[src/rtl/parking_gate_arbiter.sv]
// Single-lane parking barrier arbiter: grants entry/exit passages, times the open barrier, tracks occupancy.
// Define PARKING_EXIT_PRIORITY_EN to make exit always win simultaneous requests; otherwise round-robin.
module parking_gate_arbiter #(
  parameter int CAPACITY    = 8,
  parameter int OPEN_CYCLES = 16,
  parameter int CNT_W       = 4
) (
  input  logic             clk,
  input  logic             reset,
  input  logic             req_in,
  input  logic             req_out,
  output logic             grant_in,
  output logic             grant_out,
  output logic             gate_open,
  output logic             busy,
  output logic             done,
  output logic             deny_in,
  output logic             deny_out,
  output logic [CNT_W-1:0] occupancy,
  output logic             full,
  output logic             empty
);

  localparam int TMR_W = (OPEN_CYCLES > 1) ? $clog2(OPEN_CYCLES) : 1;
  localparam logic [TMR_W-1:0] TMR_LOAD = TMR_W'(OPEN_CYCLES - 1);
  localparam logic [CNT_W-1:0] CAP = CNT_W'(CAPACITY);

  typedef enum logic [1:0] {IDLE, OPEN, CLOSE} state_t;

  state_t             state, state_n;
  logic [TMR_W-1:0]   timer, timer_n;
  logic [CNT_W-1:0]   occ_n;
  logic               last_exit, last_exit_n;
  logic               dir_exit, dir_exit_n;
  logic               grant_in_n, grant_out_n, done_n, deny_in_n, deny_out_n;
  logic               elig_in, elig_out, pick_exit;

  assign elig_in  = req_in && !full;
  assign elig_out = req_out && !empty;

`ifdef PARKING_EXIT_PRIORITY_EN
  assign pick_exit = elig_out;
`else
  // On a tie, serve whichever direction did not go last.
  assign pick_exit = elig_out && (!elig_in || !last_exit);
`endif

  always_comb begin
    state_n     = state;
    timer_n     = timer;
    occ_n       = occupancy;
    last_exit_n = last_exit;
    dir_exit_n  = dir_exit;
    grant_in_n  = 1'b0;
    grant_out_n = 1'b0;
    done_n      = 1'b0;
    deny_in_n   = 1'b0;
    deny_out_n  = 1'b0;
    case (state)
      IDLE: begin
        deny_in_n  = req_in && full;
        deny_out_n = req_out && empty;
        if (elig_in || elig_out) begin
          state_n     = OPEN;
          timer_n     = TMR_LOAD;
          dir_exit_n  = pick_exit;
          grant_out_n = pick_exit;
          grant_in_n  = !pick_exit;
        end
      end
      OPEN: begin
        if (timer == '0) begin
          state_n = CLOSE;
          done_n  = 1'b1;
          occ_n   = dir_exit ? occupancy - CNT_W'(1) : occupancy + CNT_W'(1);
        end else begin
          timer_n = timer - TMR_W'(1);
        end
      end
      CLOSE: begin
        state_n     = IDLE;
        last_exit_n = dir_exit;
      end
      default: state_n = IDLE;
    endcase
  end

  always_ff @(posedge clk) begin
    if (reset) begin
      state     <= IDLE;
      timer     <= '0;
      occupancy <= '0;
      last_exit <= 1'b1;
      dir_exit  <= 1'b0;
      grant_in  <= 1'b0;
      grant_out <= 1'b0;
      gate_open <= 1'b0;
      busy      <= 1'b0;
      done      <= 1'b0;
      deny_in   <= 1'b0;
      deny_out  <= 1'b0;
      full      <= 1'b0;
      empty     <= 1'b1;
    end else begin
      state     <= state_n;
      timer     <= timer_n;
      occupancy <= occ_n;
      last_exit <= last_exit_n;
      dir_exit  <= dir_exit_n;
      grant_in  <= grant_in_n;
      grant_out <= grant_out_n;
      gate_open <= (state_n == OPEN);
      busy      <= (state_n != IDLE);
      done      <= done_n;
      deny_in   <= deny_in_n;
      deny_out  <= deny_out_n;
      full      <= (occ_n == CAP);
      empty     <= (occ_n == '0);
    end
  end

endmodule

[config.mk]
export PLATFORM = sky130hd
export DESIGN_NAME = parking_gate_arbiter
export DESIGN_NICKNAME = d
export VERILOG_FILES = /design/src/rtl/parking_gate_arbiter.sv
export SDC_FILE = /design/constraint.sdc
export NUM_CORES = 1
export LEC_CHECK = 0
export CAP_MARGIN = 20
export CORE_UTILIZATION = 57
export CTS_BUF_LIST = sky130_fd_sc_hd__clkbuf_8
export DETAILED_ROUTE_END_ITERATION = 6
export HOLD_SLACK_MARGIN = 0.12
export PLACE_DENSITY = 0.87
export SYNTH_ARGS = -nofsm -noshare
export SYNTH_HDL_FRONTEND = slang
export SYNTH_SLANG_ARGS = --single-unit
[constraint.sdc]
create_clock -name clk -period 3.2 [get_ports clk]
set_clock_uncertainty 0.1 [all_clocks]
set_input_delay 0.64 -clock clk [delete_from_list [all_inputs] [get_ports clk]]
set_output_delay 0.64 -clock clk [all_outputs]
set_load 0.005 [all_outputs]
* Word-level counts from Yosys, hierarchy flattened
Cells that the tools add are included.
Operators by class: eq/ne operators 6, reduce and logical (&&, ||, !) cells 22, $add $sub $neg 3, mux-type cells 10, bitwise logic cells 3
Operators by type and width (number):
- $mux W4 | 5
- $logic_not A4 Y1 | 2
- $pmux W4 S2 | 1
- $sub A4 B1 Y4 const B | 2
- $logic_and A1 B1 Y1 | 5
- $logic_not A1 Y1 | 5
- $add A4 B1 Y4 const B | 1
- $eq A2 B1 Y1 const B | 2
- $eq A4 B4 Y1 const B | 1
- $mux W2 | 2
- $ne A2 B2 Y1 const B | 2
- $pmux W2 S2 | 1
- $reduce_bool A2 Y1 | 2
- $reduce_or A2 Y1 | 2
- $not A1 Y1 | 3
- $reduce_and A3 Y1 | 1
- $reduce_or A3 Y1 | 1
- $eq A2 B2 Y1 const B | 1
- $logic_not A2 Y1 | 1
- $logic_or A1 B1 Y1 | 2
- $reduce_and A2 Y1 | 1
- $mux W1 | 1
Word-level totals: input port bits 4, logic and storage cells 58, register bits 21, output and inout port bits 13

* Longest topological paths before layout
depth in word-level cells 6, depth in mapped cells 7, gate-level depth less buffers 6

* Least setup slack after synthesis
OpenSTA, ideal clock, no wires.
path kind reg-to-reg, start reg occupancy[0], end reg empty, period minus slack after synthesis 1979 ps, required time 3022 ps, stages on the path, launching flop included 6, setup time 78 ps, buffers on the path 0, setup slack 1221 ps, arrival time 1801 ps, path through dfxtp_1 fa_1 or3b_1 a2111oi_2 o21ai_0 a32oi_1
On the way: cells in the longest elaborated chain, start to end 5, elaborated cells between the ends (all ways) 6, those cells by class 2 x add/sub; 3 x mux; 1 x reduce/logical
Ends and longest elaborated chain:
- start, declared | line 19 | output logic [CNT_W-1:0] occupancy,
- start signal, assigned | line 107 | occupancy <= occ_n;
- $add A4 B1 Y4 / $sub A4 B1 Y4 (equally long branches) | line 75 | occ_n = dir_exit ? occupancy - CNT_W'(1) : occupancy + CNT_W'(1);
- $mux W4 | line 75
- $mux W4 | line 72 | if (timer == '0) begin
- $mux W4 (*) | line 59 | case (state)
- $logic_not A4 Y1 (*) | line 118 | empty <= (occ_n == '0);
- end signal, assigned | line 118
- end, declared | line 21 | output logic empty
Every way passes the cells marked *; elsewhere a longest branch is shown, timed or not. A chain may end at the register's enable or synchronous reset.

* Worst setup path in the final report
start reg dir_exit, end reg occupancy[3]
On the way: cells in the longest elaborated chain, start to end 3
Ends and longest elaborated chain:
- start, declared | line 34 | logic dir_exit, dir_exit_n;
- start signal, assigned | line 109 | dir_exit <= dir_exit_n;
- $mux W4 | line 75
- $mux W4 | line 72
- $mux W4 | line 59
No other way between the ends.

==> results.sh <==
export IMPL_clk_pin_slew_ns=0.07
export IMPL_timing_final_crit_share_pct=67.1
export IMPL_dp_cells=133
export IMPL_core_um2=1540
export IMPL_rows=14
export IMPL_fin_nets=130
export IMPL_fmax_mhz=466
export IMPL_relSlewSlack_pct=62.6
export IMPL_dpl_cell_area_um2=1140
export IMPL_worstSetupEndpointType="flop"
export IMPL_tightest_slew_ns=0.556
export IMPL_clockBufferDepth=2
export IMPL_vias_per_cell=6.10
export IMPL_crit_required_ns=3.29
export IMPL_drc=0
export IMPL_fin_area_um2=1190
export IMPL_maxSlewViolCount=0
export IMPL_syn_cell_area_um2=970
export IMPL_fin_hold_ws_ns=0.404
export IMPL_setup_tns_ns=0
export IMPL_die_area_um2=1870
export IMPL_status="finished, final reports clean"
export IMPL_peakVddDrop_v=0.000382
export IMPL_critPathKind="flop to flop"
export IMPL_numCtsBuffers=3
export IMPL_syn_nets=111
export IMPL_wl_mm=1.88
export IMPL_place_port_buffers=16
export IMPL_place_congestion=0.928
export IMPL_die_x_um=43.2
export IMPL_diodes=0
export IMPL_synth_edff_count=0
export IMPL_netlist_instances=103
export IMPL_synthFlopType="dfxtp_1"
export IMPL_layout_commonest_cell="dfxtp_1"
export IMPL_final_cell_mix="dfxtp_1, clkdlybuf4s50_1, nor2_1"
export IMPL_p_leak_nw=0.466
export IMPL_post_route_min_period_ns=2.15
export IMPL_dp_hpwl_mm=1.40
export IMPL_r2r_cells=5
export IMPL_postCtsSetupRepairBufs=0
export IMPL_overflow=0
export IMPL_pre_cts_ws_ns=0.998
export IMPL_syn_area_per_cell_um2=9.41
export IMPL_grt_total_usage_pct=21.9
export IMPL_htreeDepth=1
export IMPL_seq_area_frac_synth_pct=43.4
export IMPL_setup_ws_ns=1.05
export IMPL_grt_first_pass_wirelength_mm=3.12
export IMPL_nFillCells=97
export IMPL_firstDrtPassIters=5
export IMPL_dr_first_iter_drc_count=27
export IMPL_antenna_found_initial=0
export IMPL_grt_max_degree=19
export IMPL_power_density_nw_per_um2=520
export IMPL_ctsHoldBuffers=0
export IMPL_die_y_um=43.2
export IMPL_clock_sinks=21
export IMPL_drtAntennaViolNets=0
export IMPL_wire_per_inst_um=13.7
export IMPL_yosys_warnings=0
export IMPL_finalHoldViolCount=0
export IMPL_asyncSetResetFlopFracSynth_pct=0
export IMPL_synth_distinct_cells=45
export IMPL_grt_pass1_vias=703
export IMPL_min_path_cells=1
export IMPL_io_pins=17
export IMPL_root_buffer="clkbuf_8"
export IMPL_via_count=836
export IMPL_finalNonFillerCells=137
export IMPL_area_growth_pct=22.8
export IMPL_cts_tree="done"
export IMPL_post_cts_resized=0
export IMPL_rsz0062_at_grt="false"
export IMPL_min_path_type="flop to flop"
export IMPL_setup_viol=0
export IMPL_cap_violations=0
export IMPL_initial_core_util_pct=62.9
export IMPL_arrival_ns=2.24
export IMPL_cp_max_fo=11
export IMPL_critPathLaunchType="flop"
export IMPL_drive_gt1_share_pct=9.92
export IMPL_clock_latency_ns=0.26
export IMPL_ys_ff_latch=21
registers in the layout, indices dropped and copies added, names as in the netlist:
| signal | flops |
|---|---|
| last_exit | 1 |
| grant_in | 1 |
| state | 2 |
| gate_open | 1 |
| empty | 1 |
| timer | 4 |
| done | 1 |
| deny_out | 1 |
| dir_exit | 1 |
| deny_in | 1 |
| busy | 1 |
| full | 1 |
| grant_out | 1 |
| occupancy | 4 |
layout make-up:
| class | count | area [um2] | area share (%) |
|---|---|---|---|
| clock buffer | 3 | 41.3 | 3.47 |
| clock inverter | 1 | 5.00 | 0.420 |
| inverter | 3 | 11.3 | 0.945 |
| timing repair buffer | 17 | 168 | 14.1 |
| sequential | 21 | 420 | 35.3 |
| multi-input combinational | 76 | 526 | 44.1 |
| tap | 16 | 20.0 | 1.68 |
worst max-delay path, cell delays in order (launching register included):
cell	delay (ns)
dfxtp_1	0.52
ha_1	0.38
a21oi_2	0.25
a21boi_0	0.19
or4_1	0.49
a21oi_1	0.14
routing by layer:
layer / part of all wire, % / track usage (%) / wire length, um
met5: 0 / 0 / 0
met2: 46 / 35.8 / 860
met4: 1.2 / 5.45 / 23
met1: 45 / 29.8 / 852
met3: 7.8 / 3.83 / 146
power by group:
part,internal [mW],total (mW),switching [mW]
clock,0.0867,0.171,0.0844
combinational,0.0698,0.137,0.0675
sequential,0.287,0.310,0.0237
total,0.443,0.619,0.176
cell usage after synthesis, types with 2 or more instances:
| cell type | count | area [um2] |
|---|---|---|
| inv_1 | 3 | 11.3 |
| mux2i_1 | 2 | 20.0 |
| and3_1 | 2 | 12.5 |
| a211oi_1 | 4 | 30.0 |
| a21boi_0 | 2 | 15.0 |
| nor2_1 | 12 | 45.0 |
| o21a_1 | 2 | 15.0 |
| dfxtp_1 | 21 | 420 |
| nor3_1 | 5 | 25.0 |
| nor2b_1 | 2 | 12.5 |
| a21oi_1 | 5 | 25.0 |
| nand2_1 | 5 | 18.8 |
| nand3b_1 | 2 | 15.0 |
| o21ai_0 | 2 | 10.0 |
| nand2b_1 | 2 | 12.5 |
| ha_1 | 3 | 37.5 |
through the flow:
stage,util [%],power [mW]
2_1_floorplan,-,0.404
3_3_place_gp,74.3,0.447
3_5_place_dp,74.3,0.453
4_1_cts,77.3,0.623
5_1_grt,77.3,0.651
6_report,77.3,0.619
kinds of logic (layout without fill, tap and decap cells):
group | Yosys count | in the layout | share of synthesized area (%)
buffers and inverters | 6 | 24 | 2.45
xor gates and xnor gates | 2 | 2 | 1.81
and+or+nand+nor | 41 | 41 | 23.6
adders and majority gates | 4 | 4 | 5.94
DFF | 21 | 21 | 43.4
AOI/OAI and AO/OA | 27 | 27 | 20.8
muxes | 2 | 2 | 2.06
worst paths after layout:
check            from      endpoint  slack (ns)
max          dir_exit  occupancy[3]        1.05
max reg2reg  dir_exit  occupancy[3]        1.05
min reg2reg      full       deny_in        0.40
min              full       deny_in        0.40
Power figures use the tool's default switching activity.
